## src/rtl/ray_core_dispatcher.sv

```systemverilog
// ray_core_dispatcher: walks the framebuffer in raster order and issues one
// pixel at a time to a single RayCore over the strobe/state handshake, then
// waits for a fresh vertical-blanking window before starting the next frame.
// Optional per-pixel watchdog: define RAYCORE_WATCHDOG_EN.
package ray_core_pkg;
    typedef enum logic [2:0] {
        RCS_Init,
        RCS_SetupRay,
        RCS_Trace,
        RCS_Shade,
        RCS_Done
    } RayCoreState;
endpackage

module ray_core_dispatcher
    import ray_core_pkg::*;
#(
    parameter int FB_WIDTH        = 320,
    parameter int FB_HEIGHT       = 240,
    parameter int COORD_W         = 11,
    parameter int WATCHDOG_CYCLES = 65535
) (
    input  logic               clk,
    input  logic               reset,
    input  logic               render_en,
    input  logic               vsync,
    input  RayCoreState        core_state,
    output logic               strobe,
    output logic [COORD_W-1:0] x,
    output logic [COORD_W-1:0] y,
    output logic               frame_start,
    output logic               frame_flip,
    output logic               frame_done,
    output logic               busy,
    output logic               timeout,
    output logic [15:0]        timeout_count
);
    typedef enum logic [1:0] {S_INIT, S_ACK, S_WAIT, S_VSYNC} DispState;

    localparam logic [COORD_W-1:0] X_LAST = COORD_W'(FB_WIDTH - 1);
    localparam logic [COORD_W-1:0] Y_LAST = COORD_W'(FB_HEIGHT - 1);

    DispState           state, stateNext;
    logic               armed, armedNext;
    logic [COORD_W-1:0] xNext, yNext;
    logic               strobeNext, frameStartNext, frameDoneNext, flipNext;
    logic               pixelDone;  // current pixel finished (core Done or watchdog skip)
    logic               wdHit;
    logic               coreIdle;

    // Init/Done are the only states in which the core can take a new pixel
    assign coreIdle = (core_state == RCS_Init) || (core_state == RCS_Done);

`ifdef RAYCORE_WATCHDOG_EN
    logic [15:0] wdCnt;

    // Fires on the cycle the counter would step onto the limit, so the skip
    // strobe lands exactly WATCHDOG_CYCLES cycles after the stuck strobe.
    assign wdHit = ((state == S_ACK) || (state == S_WAIT)) &&
                   (wdCnt == 16'(WATCHDOG_CYCLES - 1));

    // Per-pixel cycle counter, skip pulse and saturating skip tally
    always_ff @(posedge clk or posedge reset) begin
        if (reset) begin
            wdCnt         <= '0;
            timeout       <= 1'b0;
            timeout_count <= '0;
        end else begin
            timeout <= wdHit;
            if (wdHit && (timeout_count != 16'hFFFF))
                timeout_count <= timeout_count + 16'd1;
            if (strobeNext)
                wdCnt <= '0;
            else if ((state == S_ACK) || (state == S_WAIT))
                wdCnt <= wdCnt + 16'd1;
        end
    end
`else
    // No watchdog: the limit has no effect and the dispatcher waits forever
    assign wdHit         = 1'b0;
    assign timeout       = 1'b0;
    assign timeout_count = 16'(WATCHDOG_CYCLES) & 16'h0000;
`endif

    // Next-state and next-output decode
    always_comb begin
        stateNext      = state;
        armedNext      = armed;
        xNext          = x;
        yNext          = y;
        strobeNext     = 1'b0;
        frameStartNext = 1'b0;
        frameDoneNext  = 1'b0;
        flipNext       = frame_flip;
        pixelDone      = 1'b0;
        case (state)
            S_INIT: begin
                if (render_en && (core_state == RCS_Init)) begin
                    xNext          = '0;
                    yNext          = '0;
                    strobeNext     = 1'b1;
                    frameStartNext = 1'b1;
                    stateNext      = S_ACK;
                end
            end
            S_ACK: begin
                // A Done still visible here belongs to the previous pixel
                if (wdHit)
                    pixelDone = 1'b1;
                else if (!coreIdle)
                    stateNext = S_WAIT;
            end
            S_WAIT: begin
                pixelDone = (core_state == RCS_Done) || wdHit;
            end
            S_VSYNC: begin
                // Arm on the high phase so a frame starts only on a fresh low
                if (vsync)
                    armedNext = 1'b1;
                if (armed && !vsync && render_en && coreIdle) begin
                    armedNext      = 1'b0;
                    flipNext       = ~frame_flip;
                    xNext          = '0;
                    yNext          = '0;
                    strobeNext     = 1'b1;
                    frameStartNext = 1'b1;
                    stateNext      = S_ACK;
                end
            end
            default: stateNext = S_INIT;
        endcase

        if (pixelDone) begin
            if ((x == X_LAST) && (y == Y_LAST)) begin
                frameDoneNext = 1'b1;
                armedNext     = 1'b0;
                stateNext     = S_VSYNC;
            end else begin
                if (x == X_LAST) begin
                    xNext = '0;
                    yNext = y + 1'b1;
                end else begin
                    xNext = x + 1'b1;
                end
                strobeNext = 1'b1;
                stateNext  = S_ACK;
            end
        end
    end

    // State register and registered outputs
    always_ff @(posedge clk or posedge reset) begin
        if (reset) begin
            state       <= S_INIT;
            armed       <= 1'b0;
            strobe      <= 1'b0;
            x           <= '0;
            y           <= '0;
            frame_start <= 1'b0;
            frame_flip  <= 1'b0;
            frame_done  <= 1'b0;
            busy        <= 1'b0;
        end else begin
            state       <= stateNext;
            armed       <= armedNext;
            strobe      <= strobeNext;
            x           <= xNext;
            y           <= yNext;
            frame_start <= frameStartNext;
            frame_flip  <= flipNext;
            frame_done  <= frameDoneNext;
            busy        <= (stateNext == S_ACK) || (stateNext == S_WAIT);
        end
    end
endmodule
```

## config.mk

```make
export PLATFORM = sky130hd
export DESIGN_NAME = ray_core_dispatcher
export DESIGN_NICKNAME = d
export VERILOG_FILES = /design/src/rtl/ray_core_dispatcher.sv
export SDC_FILE = /design/constraint.sdc
export NUM_CORES = 1
export LEC_CHECK = 0
export ABC_CLOCK_PERIOD_IN_PS = 1900
export BUFFER_PORTS_ARGS = -buffer_cell sky130_fd_sc_hd__buf_2
export CAP_MARGIN = 30
export CELL_PAD_IN_SITES_DETAIL_PLACEMENT = 1
export CELL_PAD_IN_SITES_GLOBAL_PLACEMENT = 1
export CORE_MARGIN = 3
export CORE_UTILIZATION = 37
export CTS_BUF_LIST = sky130_fd_sc_hd__clkbuf_8
export CTS_CLUSTER_DIAMETER = 120
export DETAILED_ROUTE_END_ITERATION = 6
export PLACE_DENSITY = 0.81
export RECOVER_POWER = 100
export SLEW_MARGIN = 20
export SYNTH_ARGS = -nofsm -noshare
export SYNTH_HDL_FRONTEND = slang
export SYNTH_SLANG_ARGS = --single-unit
```

## constraint.sdc

```tcl
create_clock -name clk -period 1.9 [get_ports clk]
set_input_delay 0.38 -clock clk [delete_from_list [all_inputs] [get_ports clk]]
set_output_delay 0.38 -clock clk [all_outputs]
set_load 0.02 [all_outputs]
```

; Yosys cells after proc, flatten, opt, wreduce, memory -nomap -nowiden
; Index checks and enable logic that the tools add are counted.
[op_classes]
addsub = 2
muxes = 31
eq_ne = 8
reduce_logical = 11
bitwise = 1
[op_table]
columns = cell, n
row1 = two-way mux 11 bit, 10
row2 = case mux 11 bit (2 select lines), 2
row3 = adder 11 x 1 -> 11 bit (second input constant), 2
row4 = two-way mux 1 bit, 12
row5 = equality test 11 x 8 -> 1 bit (second input constant), 1
row6 = equality test 11 x 9 -> 1 bit (second input constant), 1
row7 = two-way mux 2 bit, 5
row8 = equality test 2 bit (second input constant), 3
row9 = case mux 2 bit (3 select lines), 1
row10 = logical AND 1 bit, 5
row11 = equality test 2 x 1 -> 1 bit (second input constant), 2
row12 = equality test 3 bit (second input constant), 1
row13 = zero test 3 bit, 1
row14 = zero test 2 bit, 1
row15 = logical OR 1 bit, 2
row16 = case mux 1 bit (2 select lines), 1
row17 = AND reduction 2 bit, 1
row18 = zero test 1 bit, 1
row19 = inverter 1 bit, 1
[word_totals]
in_bits = 7
output_inout_bits = 44
reg_bits = 30

; Depth between registers and ports, before layout
; Gate-level depths: netlist of run 1.
[logic_depth]
depth_word = 9
mapped_depth = 8
ltp_nobuf = 7

; Worst setup path after synthesis of run 1
; Ideal clock, no wire load.
[synth_path]
path_type = register to register
start = register y[0]
end = register y[3]
n_path_buf = 0
path_stages_with_launch = 7
t_arrival_ns = 2.164
setup_slack_ns = -0.382
synth_period_minus_slack_ns = 2.282
setup_time_ns = 0.118
cell_sequence = dfrtp_1 > ha_1 > nand3_1 > or4_4 > nand4_4 > mux2_2 > a21o_1
[synth_between]
elab_chain_cells = 4
word_cells_on_any_way = 6
[synth_lines]
columns = element, line
row1 = start: declaration, 30  ; output logic [COORD_W-1:0] y,
row2 = start signal: assignment, 168  ; y <= yNext;
row3 = adder 11 x 1 -> 11 bit / equality test 11 x 8 -> 1 bit (equally long branches), "141, 134"
row4 = two-way mux 11 bit / logical AND 1 bit (equally long branches), "139, 134"
row5 = two-way mux 11 bit (*), 134  ; if ((x == X_LAST) && (y == Y_LAST)) begin
row6 = two-way mux 11 bit (*), 133  ; if (pixelDone) begin
row7 = via yNext[3], 45  ; logic [COORD_W-1:0] xNext, yNext;
; Mark *: on every way through the listed nets, which the timed path passes. The rest lies on a longest branch.
; A chain may end at the register's enable or synchronous reset.

; Worst setup path in the final report of run 1
[layout_path]
start = register y[8]
end = register x[6]
[layout_between]
elab_chain_cells = 4
[layout_lines]
columns = element, line
row1 = equality test 11 x 8 -> 1 bit, 134
row2 = logical AND 1 bit, 134
row3 = two-way mux 11 bit, 134
row4 = two-way mux 11 bit, 133
row5 = via xNext[6], 45
row6 = end signal: assignment, 167  ; x <= xNext;
row7 = end: declaration, 29  ; output logic [COORD_W-1:0] x,
; The timed path passes the listed nets, and every way through them passes these cells.

==> run summary, run 1 <==
Setup WS post-layout -> -0.187 ns
Min cycle time layout -> 2.09 ns
Post-synth EDFFs -> 0
Post-DP Area -> 0.00251 mm²
Area Overhead vs Synth -> 42.9%
First-pass GRT wire length -> 10.6 mm
TritonCTS sink count -> 30
Vias in the first global route -> 2118
Async SR Flop Fraction -> 100%
Setup Viol. Count Final -> 22
Final #Nets -> 306
Root buf cell -> clkbuf_8
Share of the synthesized area in the top cell type -> 38.7%
CP Class -> reg -> reg
Final core occ -> 56.8%
GRT overflow -> 0
First drt pass iteration count -> 4
Status -> finished, violations left
DP Wirelength -> 4.40 mm
Min-Delay Path Class -> in -> async
Unrepaired setup endpoints after global routing -> true
Post-route DRC -> 0
Antenna fix cells -> 0
CP required -> 2.14 ns
Syn Inst Count -> 197
Finished Cell Area -> 0.00277 mm²
Share of cells above drive strength 1 -> 37.9%
Starting DRT DRC Count -> 94
CTS max path bufs -> 2
Post-Syn Area -> 0.00194 mm²
# H-tree levels -> 2
Core ar. -> 0.00488 mm²
Via count -> 1932
Power per standard cell area -> 841 mW/mm²
Cts bufs inserted -> 5
Max Clk Rate -> 0.479 GHz
Leading area contributor after synthesis -> dfrtp_1
Vias per std cell -> 5.37
Leak Pwr -> 1.35 nW
Crit end category -> register
Critical path arrival -> 2.32 ns
Clk_lat worst skew -> 0.29 ns
Wire per inst -> 18.5 µm
Row Count -> 25
WHS -> 0.311 ns
Final WL -> 6.66 mm
Port Buffers -> 33
DIE AREA -> 0.00615 mm²
Failing checks -> negative setup slack
Chip width -> 78.4 µm
Post-detailed-route count of antenna-violating nets -> 0
Clock slew at reported path FFs -> 0.07 ns
Netlist cell types -> 54
IO Pins -> 51
Initial antenna violation count -> 0
Register area share after synthesis -> 38.7%
Peak supply drop -> 0.508 mV
Hold Violations, Final -> 0
All-Layer GR Usage -> 22.3%
Total of max-cap violations -> 0
Critical-path maximum fanout -> 8
Setup_tns -> -2.74 ns
Seq cells post-synth -> 30
Pins Over Slew Limit -> 0
Gpl congestion -> 0.900
Top post-synthesis cells by area -> dfrtp_1 39%, buf_4 6.6%, ha_1 4.5%, a21o_1 3.9%, nand2_1 2.9%
Setup Skew -> 0.00533 ns
CTS tree -> yes
Yosys Warn Count -> 0
Critical Path Start Type -> register
Mean Syn Cell Area -> 9.84 µm²
Slew HR -> 46.2%
Die height -> 78.4 µm
Initial Util -> 39.7%
Fin crit share -> 110%
Largest net degree at the start of global routing -> 31
Synth Flop Type -> dfrtp_1
Least-Margin Pin Slew -> 0.807 ns
[where the power goes]
group          internal, mW  switching [mW]  leakage [nW]
combinational         0.478           0.572         0.903
clock                 0.287           0.264        0.0524
sequential            0.699          0.0325         0.396
[worst max-delay path, cell delays in order, from the launching register on]
cell	delay, ns
dfrtp_2	0.42
buf_6	0.12
or4b_4	0.54
nor4_4	0.15
buf_4	0.20
buf_6	0.11
a31oi_4	0.14
o22ai_1	0.20
a21o_1	0.14
[placed cells by master (no fill, tap or decap), types with 6 or more instances in the layout]
| master | Yosys | final |
|---|---|---|
| clkbuf_8 | 0 | 6 |
| buf_4 | 17 | 44 |
| buf_2 | 1 | 9 |
| dfrtp_1 | 30 | 21 |
| ha_1 | 7 | 6 |
| conb_1 | 1 | 17 |
| a21o_1 | 10 | 10 |
| dfrtp_2 | 0 | 9 |
| nand2_1 | 15 | 14 |
| buf_6 | 0 | 7 |
| and3_1 | 6 | 6 |
| clkbuf_1 | 2 | 29 |
| inv_1 | 7 | 8 |
[final timing paths]
check | start | endpoint | slack (ns) | depth (start not counted)
max | y[8]$_DFF_PP0_ | x[6]$_DFF_PP0_ | -0.19 | 8
min | reset | y[2]$_DFF_PP0_ | 0.31 | 3
max reg2reg | y[8]$_DFF_PP0_ | x[6]$_DFF_PP0_ | -0.19 | 8
min reg2reg | frame_flip$_DFFE_PP0P_ | frame_flip$_DFFE_PP0P_ | 0.49 | 1
max in group asynchronous | reset | x[8]$_DFF_PP0_ | 1.03 | 3
min in group clk | core_state[2] | frame_start$_DFF_PP0_ | 0.42 | 4
[state kept, by name, summed over array words and instances (netlist names)]
| signal | count |
|---|---|
| x | 11 |
| frame_flip | 1 |
| frame_start | 1 |
| state | 2 |
| y | 11 |
| strobe | 1 |
| frame_done | 1 |
| armed | 1 |
| busy | 1 |
[stage by stage]
| step | setup WS [ns] | power, mW | cells |
|---|---|---|---|
| after global routing | -0.286 | 2.45 | 360 |
| final | -0.187 | 2.33 | 360 |
| after detailed placement | -0.229 | 1.67 | 342 |
| after global placement | -0.214 | 1.62 | 342 |
| after CTS | -0.161 | 2.31 | 359 |
| after floorplan | -0.234 | 1.30 | 213 |
[logic make-up after synthesis]
| logic type | synth area share, % |
|---|---|
| fa+ha+maj | 4.52 |
| compound gates | 18.4 |
| flops | 38.7 |
| other cells | 0.193 |
| simple gates | 25.9 |
| mux | 1.87 |
| buf+inv | 8.58 |
| xor+xnor | 1.81 |
[cell type report]
class	instances	area, µm²
clock inverters	2	8.76
multi-input cells	157	1230
flip-flops and latches	30	762
repair buffers	91	573
fillers	584	2110
inverters	7	26.3
well taps	67	83.8
clock buffers	6	82.6
[routing by layer]
layer / up-vias / part of all wire, % / GRT usage [%]
li1: 889 / - / -
met1: 976 / 40 / 24.8
met2: 52 / 54 / 42.0
met3: 15 / 3.4 / 3.67
met4: 0 / 2.1 / 8.39
met5: - / 0 / 0
[cell usage after synthesis (5+ instances only)]
cell type / instances
ha_1: 7
dfrtp_1: 30
nand3_1: 7
nor2_1: 6
inv_1: 7
and3_1: 6
a21o_1: 10
buf_4: 17
o21ai_0: 8
nor3b_1: 6
o22ai_1: 5
nand2_1: 15
[timing repair]
item | CTS | global route
pin swaps | 20 | 9
gates cloned | 1 | 0
resized for setup | 19 | 14
setup buffers | 8 | 3
endpoints found under the setup margin | 27 | 25
hold buffers | 0 | 0
No activity file was read; power rests on OpenSTA's default activity.
==> run 2, diff against run 1 <==
--- a/config.mk
+++ b/config.mk
@@ -5,17 +5,17 @@
 export SDC_FILE = /design/constraint.sdc
 export NUM_CORES = 1
 export LEC_CHECK = 0
-export ABC_CLOCK_PERIOD_IN_PS = 1900
-export BUFFER_PORTS_ARGS = -buffer_cell sky130_fd_sc_hd__buf_2
+export ABC_CLOCK_PERIOD_IN_PS = 2500
 export CAP_MARGIN = 30
 export CELL_PAD_IN_SITES_DETAIL_PLACEMENT = 1
 export CELL_PAD_IN_SITES_GLOBAL_PLACEMENT = 1
 export CORE_MARGIN = 3
-export CORE_UTILIZATION = 37
+export CORE_UTILIZATION = 53
 export CTS_BUF_LIST = sky130_fd_sc_hd__clkbuf_8
 export CTS_CLUSTER_DIAMETER = 120
 export DETAILED_ROUTE_END_ITERATION = 6
-export PLACE_DENSITY = 0.81
+export DONT_BUFFER_PORTS = 1
+export PLACE_DENSITY = 0.9
 export RECOVER_POWER = 100
 export SLEW_MARGIN = 20
 export SYNTH_ARGS = -nofsm -noshare
==> constraint.sdc (replaced) <==
create_clock -name clk -period 2.5 [get_ports clk]
set_input_delay 0.5 -clock clk [delete_from_list [all_inputs] [get_ports clk]]
set_output_delay 0.5 -clock clk [all_outputs]
set_load 0.02 [all_outputs]
==> run 2 against run 1 <==
  * The flow finishes with violations (max-capacitance violations, max-slew violations)
  * Critical path depth fell by 1
  * Sequential power down 21%
  * Via count fell by 13%
  * Sequential share of layout area is 7.8 points higher
  * Combinational power is 53% lower
  * Non-clock buffer count is 69 lower
  * Clock skew about the same
  * Final area shrank 23%
  * Critical endpoint is now y[5]$_DFF_PP0_
  * Largest power group is now registers
==> run summary, run 2 (synthesis results as in run 1) <==
Status -> finished, violations left (unchanged)
Failing checks -> max-capacitance violations, max-slew violations (was negative setup slack)
Final-layout fill cell count -> 415 (was 584)
Port Buffers -> 0 (was 33)
TritonCTS sink count -> 30 (unchanged)
Clk_lat worst skew -> 0.28 ns (was 0.29 ns)
Worst Setup SP -> y[9]$_DFF_PP0_ (was y[8]$_DFF_PP0_)
Critical path arrival -> 2.50 ns (was 2.32 ns)
Slew HR -> -9.33% (was 46.2%)
Critical-path cell list -> buf_4, or4b_1, nor4_2, nor4_4, buf_4, and3_1, a211o_1 (was buf_6, or4b_4, nor4_4, buf_4, buf_6, a31oi_4, o22ai_1, a21o_1)
Worst r2r dst -> y[5]$_DFF_PP0_ (was x[6]$_DFF_PP0_)
Peak supply drop -> 0.324 mV (was 0.508 mV)
Critical Path Start Type -> register (unchanged)
Hold Violations, Final -> 0 (unchanged)
Crit end category -> register (unchanged)
Fin cells -> 269 (was 360)
DIE AREA -> 0.00442 mm² (was 0.00615 mm²)
CP Class -> reg -> reg (unchanged)
Gpl congestion -> 0.834 (was 0.900)
Least-Margin Pin Slew -> 1.64 ns (was 0.807 ns)
Core ar. -> 0.00344 mm² (was 0.00488 mm²)
Max stage delay on crit path -> 0.54 ns (about the same)
CTS max path bufs -> 2 (unchanged)
FF-to-FF setup slack -> 0.16 ns (was -0.19 ns)
Critical-path maximum fanout -> 8 (unchanged)
DP Wirelength -> 3.88 mm (was 4.40 mm)
Slowest cell on crit path -> or4b_1 (was or4b_4)
Share of cells above drive strength 1 -> 13.0% (was 37.9%)
Post-detailed-route count of antenna-violating nets -> 0 (unchanged)
Total of max-cap violations -> 1 (was 0)
Post-route DRC -> 0 (unchanged)
Max Clk Rate -> 0.428 GHz (was 0.479 GHz)
Clock slew at reported path FFs -> 0.07 ns (about the same)
Placed cell count -> 259 (was 342)
Largest net degree at the start of global routing -> 31 (unchanged)
Min-Delay Path Class -> in -> reg (was in -> async)
Root buf cell -> clkbuf_8 (unchanged)
Min cycle time layout -> 2.34 ns (was 2.09 ns)
Setup Viol. Count Final -> 0 (was 22)
Antenna fix cells -> 0 (unchanged)
Pins Over Slew Limit -> 31 (was 0)
Setup_tns -> 0 ns (was -2.74 ns)
Cts bufs inserted -> 5 (unchanged)
Reg2reg path depth -> 7 (was 8)
WHS -> 0.452 ns (was 0.311 ns)
Initial Util -> 56.3% (was 39.7%)
Final core occ -> 61.9% (was 56.8%)
Leak Pwr -> 1.04 nW (was 1.35 nW)
All-Layer GR Usage -> 27.5% (was 22.3%)
Reg2reg start -> y[9]$_DFF_PP0_ (was y[8]$_DFF_PP0_)
First drt pass iteration count -> 4 (unchanged)
IO Pins -> 51 (unchanged)
Vias in the first global route -> 1798 (was 2118)
Area Overhead vs Synth -> 9.81% (was 42.9%)
Final WL -> 5.49 mm (was 6.66 mm)
Vias per std cell -> 6.22 (was 5.37)
Starting DRT DRC Count -> 67 (was 94)
Setup Skew -> 0.00576 ns (was 0.00533 ns)
Most common cell type on the critical path -> buf_4 (was buf_6)
Final #Nets -> 236 (was 306)
Power per standard cell area -> 734 mW/mm² (was 841 mW/mm²)
Biggest regs -> x x11, y x11, state x2 (unchanged)
First-pass GRT wire length -> 9.18 mm (was 10.6 mm)
Fin crit share -> 93.4% (was 110%)
Worst setup path endpoint -> y[5]$_DFF_PP0_ (was x[6]$_DFF_PP0_)
GRT overflow -> 0 (unchanged)
Final Power -> 1.56 mW (was 2.33 mW)
Via count -> 1672 (was 1932)
Chip width -> 66.5 µm (was 78.4 µm)
Wire per inst -> 20.4 µm (was 18.5 µm)
Die height -> 66.5 µm (was 78.4 µm)
Initial antenna violation count -> 0 (unchanged)
Most frequent cells in the layout -> 30 x dfrtp_1, 17 x conb_1, 15 x nand2_1, 15 x clkbuf_1, 10 x a21o_1 (was 44 x buf_4, 29 x clkbuf_1, 21 x dfrtp_1, 17 x conb_1, 14 x nand2_1)
Row Count -> 21 (was 25)
CTS tree -> yes (unchanged)
# H-tree levels -> 2 (unchanged)
CP required -> 2.67 ns (was 2.14 ns)
Most common cell after layout, fill and taps aside -> dfrtp_1 (was buf_4)
[run 2: how the worst min path moves through the flow]
stage	start	slack, ns	to	cells past startpoint
2_1_floorplan	armed$_DFF_PP0_	0.54	armed$_DFF_PP0_	3
3_3_place_gp	reset	0.48	frame_done$_DFF_PP0_	2
3_5_place_dp	reset	0.51	y[2]$_DFF_PP0_	2
4_1_cts	reset	0.21	x[6]$_DFF_PP0_	2
5_1_grt	core_state[1]	0.45	frame_start$_DFF_PP0_	3
6_report	core_state[1]	0.45	frame_start$_DFF_PP0_	3
[run 2: through the flow]
step	setup slack, ns	instance area, µm²
after floorplan	0.218	2000
after global placement	0.330	2070
after detailed placement	0.192	2070
after CTS	0.152	2180
after global routing	-0.00683	2130
final	0.164	2130
[run 2: area by class of cell]
class                   count  area [µm²]  share of cell area, %
clock buffers               5        68.8                   3.23
flip-flops and latches     30         751                   35.3
well taps                  46        57.6                   2.70
inverters                   7        26.3                   1.23
multi-input cells         156        1080                   50.6
repair buffers             22         109                   5.11
clock inverters             3        40.0                   1.88
[run 2: report_power, final]
| group | switching [mW] | internal, mW |
|---|---|---|
| Combinational | 0.321 | 0.175 |
| Sequential | 0.0505 | 0.530 |
| Clock | 0.193 | 0.293 |
| Total | 0.565 | 0.999 |
[run 2: what timing repair did]
action,CTS,global route
gates resized for setup,0,1
setup endpoints to repair,0,7
setup buffers,0,2
hold buffers,0,0
[run 2: worst max-delay path, delay by kind of cell, from the launching register on]
kind                   cells  cell delay, ns
AO/OA/AOI/OAI              1            0.26
buffers and inverters      2            0.36
AND/OR/NAND/NOR            4            1.19
flip-flops                 1            0.41
[run 2: layer usage]
| metal | track usage (%) | vias up | share of wire [%] |
|---|---|---|---|
| li1 | - | 745 | - |
| met1 | 33.8 | 855 | 40 |
| met2 | 46.5 | 61 | 53 |
| met3 | 6.07 | 11 | 5.4 |
| met4 | 10.7 | 0 | 2.3 |
| met5 | 0 | - | 0 |
==> run 3, diff against run 2 <==
--- a/config.mk
+++ b/config.mk
@@ -7,15 +7,15 @@
 export LEC_CHECK = 0
 export ABC_CLOCK_PERIOD_IN_PS = 2500
 export CAP_MARGIN = 30
-export CELL_PAD_IN_SITES_DETAIL_PLACEMENT = 1
-export CELL_PAD_IN_SITES_GLOBAL_PLACEMENT = 1
+export CELL_PAD_IN_SITES_DETAIL_PLACEMENT = 2
+export CELL_PAD_IN_SITES_GLOBAL_PLACEMENT = 2
 export CORE_MARGIN = 3
-export CORE_UTILIZATION = 53
+export CORE_UTILIZATION = 43
 export CTS_BUF_LIST = sky130_fd_sc_hd__clkbuf_8
 export CTS_CLUSTER_DIAMETER = 120
 export DETAILED_ROUTE_END_ITERATION = 6
 export DONT_BUFFER_PORTS = 1
-export PLACE_DENSITY = 0.9
+export PLACE_DENSITY = 0.91
 export RECOVER_POWER = 100
 export SLEW_MARGIN = 20
 export SYNTH_ARGS = -nofsm -noshare
==> run 3 against run 2 <==
  * The run still ends with max-capacitance violations, max-slew violations left
  * Cell count grew 1.1%
  * Register-to-register slack got worse by 0.06 ns
  * Via count rose by 0.36%
  * Combinational power grew 10%
  * Sequential share of layout area decreased by 0.083 points
  * Hold slack improved by 0.033 ns
  * Clock-buffer cell count up 1
==> run summary, run 3 (synthesis results as in run 1) <==
Biggest regs -> x x11, y x11, state x2 (unchanged)
Reg2reg start -> y[10]$_DFF_PP0_ (was y[9]$_DFF_PP0_)
Finished Cell Area -> 0.00213 mm² (about the same)
Core ar. -> 0.00417 mm² (was 0.00344 mm²)
Final #Nets -> 236 (unchanged)
Total of max-cap violations -> 1 (unchanged)
GRT overflow -> 0 (unchanged)
Root buf cell -> clkbuf_8 (unchanged)
Area Overhead vs Synth -> 10.1% (was 9.81%)
Largest net degree at the start of global routing -> 31 (unchanged)
Fin crit share -> 95.7% (was 93.4%)
First drt pass iteration count -> 4 (unchanged)
Crit end category -> register (unchanged)
FF-to-FF setup slack -> 0.11 ns (was 0.16 ns)
All-Layer GR Usage -> 25.5% (was 27.5%)
Final WL -> 6.54 mm (was 5.49 mm)
Leak Pwr -> 1.04 nW (about the same)
Starting DRT DRC Count -> 85 (was 67)
Via count -> 1678 (was 1672)
Post-DP Area -> 0.00208 mm² (was 0.00207 mm²)
Fin cells -> 272 (was 269)
CTS tree -> yes (unchanged)
CP required -> 2.72 ns (was 2.67 ns)
Reg2reg path depth -> 4 (was 7)
Max stage delay on crit path -> 0.59 ns (was 0.54 ns)
Vias in the first global route -> 1851 (was 1798)
DIE AREA -> 0.00535 mm² (was 0.00442 mm²)
Pins Over Slew Limit -> 31 (unchanged)
Placed cell count -> 264 (was 259)
# H-tree levels -> 2 (unchanged)
Final-layout fill cell count -> 463 (was 415)
CP Class -> reg -> reg (unchanged)
Hold-fix buffers, CTS -> 0 (unchanged)
Power per standard cell area -> 772 mW/mm² (was 734 mW/mm²)
CTS max path bufs -> 2 (unchanged)
Hold Violations, Final -> 0 (unchanged)
Hold Path Depth -> 3 (unchanged)
Antenna fix cells -> 0 (unchanged)
Setup_tns -> 0 ns (unchanged)
TritonCTS sink count -> 30 (unchanged)
Row Count -> 23 (was 21)
Setup Skew -> 0.00184 ns (was 0.00576 ns)
Post-route DRC -> 0 (unchanged)
Failing checks -> max-capacitance violations, max-slew violations (unchanged)
Gpl congestion -> 0.866 (was 0.834)
Min-Delay Path Class -> in -> reg (unchanged)
Unrepaired setup endpoints after global routing -> false
Least-Margin Pin Slew -> 1.72 ns (was 1.64 ns)
Chip width -> 73.2 µm (was 66.5 µm)
First-pass GRT wire length -> 10.3 mm (was 9.18 mm)
Worst Setup SP -> y[10]$_DFF_PP0_ (was y[9]$_DFF_PP0_)
Critical path arrival -> 2.61 ns (was 2.50 ns)
IO Pins -> 51 (unchanged)
Clk_lat worst skew -> 0.28 ns (about the same)
Wire per inst -> 24.0 µm (was 20.4 µm)
Worst r2r dst -> x[9]$_DFF_PP0_ (was y[5]$_DFF_PP0_)
Min cycle time layout -> 2.39 ns (was 2.34 ns)
DP Wirelength -> 4.31 mm (was 3.88 mm)
Max Clk Rate -> 0.418 GHz (was 0.428 GHz)
Share of cells above drive strength 1 -> 12.6% (was 13.0%)
Slew HR -> -14.6% (was -9.33%)
Die height -> 73.2 µm (was 66.5 µm)
Slowest cell on crit path -> or4_4 (was or4b_1)
Status -> finished, violations left (unchanged)
Post-detailed-route count of antenna-violating nets -> 0 (unchanged)
Critical-path cell list -> or3_1, or4_4, o31ai_1, a311o_1 (was buf_4, or4b_1, nor4_2, nor4_4, buf_4, and3_1, a211o_1)
Port Buffers -> 0 (unchanged)
WHS -> 0.485 ns (was 0.452 ns)
Vias per std cell -> 6.17 (was 6.22)
Most frequent cells in the layout -> 30 x dfrtp_1, 17 x conb_1, 17 x clkbuf_1, 15 x nand2_1, 10 x a21o_1 (was 30 x dfrtp_1, 17 x conb_1, 15 x nand2_1, 15 x clkbuf_1, 10 x a21o_1)
Clock slew at reported path FFs -> 0.07 ns (about the same)
Critical Path Start Type -> register (unchanged)
Worst setup path endpoint -> x[9]$_DFF_PP0_ (was y[5]$_DFF_PP0_)
Peak supply drop -> 0.298 mV (was 0.324 mV)
Initial antenna violation count -> 0 (unchanged)
Setup Viol. Count Final -> 0 (unchanged)
Initial Util -> 46.5% (was 56.3%)
Most common cell after layout, fill and taps aside -> dfrtp_1 (unchanged)
Cts bufs inserted -> 5 (unchanged)
Critical-path maximum fanout -> 5 (was 8)
## run 3: cell types whose count changed in the layout (fill, tap and decap cells not counted)
cell      delta
clkbuf_8     +1
or2_0        -1
clkinv_2     -2
and2_0       -1
clkbuf_1     +2
or2_2        +1
and2_1       +1
buf_4        -2
mux2_4       +1
mux2_1       -1
## run 3: final cells by class
cell class	count	area, µm²	share of cell area, %
multi-input combinational	156	1080	50.6
inverter	7	26.3	1.23
timing repair buffer	22	101	4.75
sequential	30	751	35.2
tap	50	62.6	2.93
clock inverter	1	30.0	1.41
clock buffer	6	82.6	3.87
## run 3: worst min path at each step
stage | startpoint | to | slack (ns)
5_1_grt | render_en | frame_flip$_DFFE_PP0P_ | 0.51
4_1_cts | reset | y[8]$_DFF_PP0_ | 0.20
6_report | core_state[1] | frame_start$_DFF_PP0_ | 0.49
2_1_floorplan | armed$_DFF_PP0_ | armed$_DFF_PP0_ | 0.54
3_5_place_dp | reset | armed$_DFF_PP0_ | 0.51
3_3_place_gp | reset | armed$_DFF_PP0_ | 0.50
## run 3: per-stage QoR
step / power (mW) / worst slack [ns] / utilization, %
2_1_floorplan: 0.974 / 0.218 / -
3_3_place_gp: 1.06 / 0.289 / 49.8
3_5_place_dp: 1.12 / 0.106 / 49.8
4_1_cts: 1.65 / 0.0347 / 52.5
5_1_grt: 1.72 / 0.0712 / 51.2
6_report: 1.65 / 0.107 / 51.2
## run 3: power breakdown
part / leakage, nW / switching, mW / internal [mW]
sequential: 0.411 / 0.0542 / 0.530
combinational: 0.567 / 0.355 / 0.191
clock: 0.0573 / 0.199 / 0.319
total: 1.04 / 0.608 / 1.04
## run 3: routing by layer
| layer | wire [µm] | GRT usage [%] | vias up | part of all wire [%] |
|---|---|---|---|---|
| li1 | - | - | 740 | - |
| met1 | 2600 | 31.2 | 863 | 40 |
| met2 | 3430 | 45.7 | 60 | 52 |
| met3 | 390 | 4.27 | 15 | 6.0 |
| met4 | 116 | 6.97 | 0 | 1.8 |
| met5 | 0 | 0 | - | 0 |
## run 3: repair_timing
item	CTS	global route
resized for setup	0	1
setup buffers	0	1
endpoints found under the setup margin	0	10
## run 3: worst max-delay path, delay by kind of cell (launching register included)
kind            cells  cell delay, ns
compound gates      2            0.85
flops               1            0.52
simple gates        2            0.97
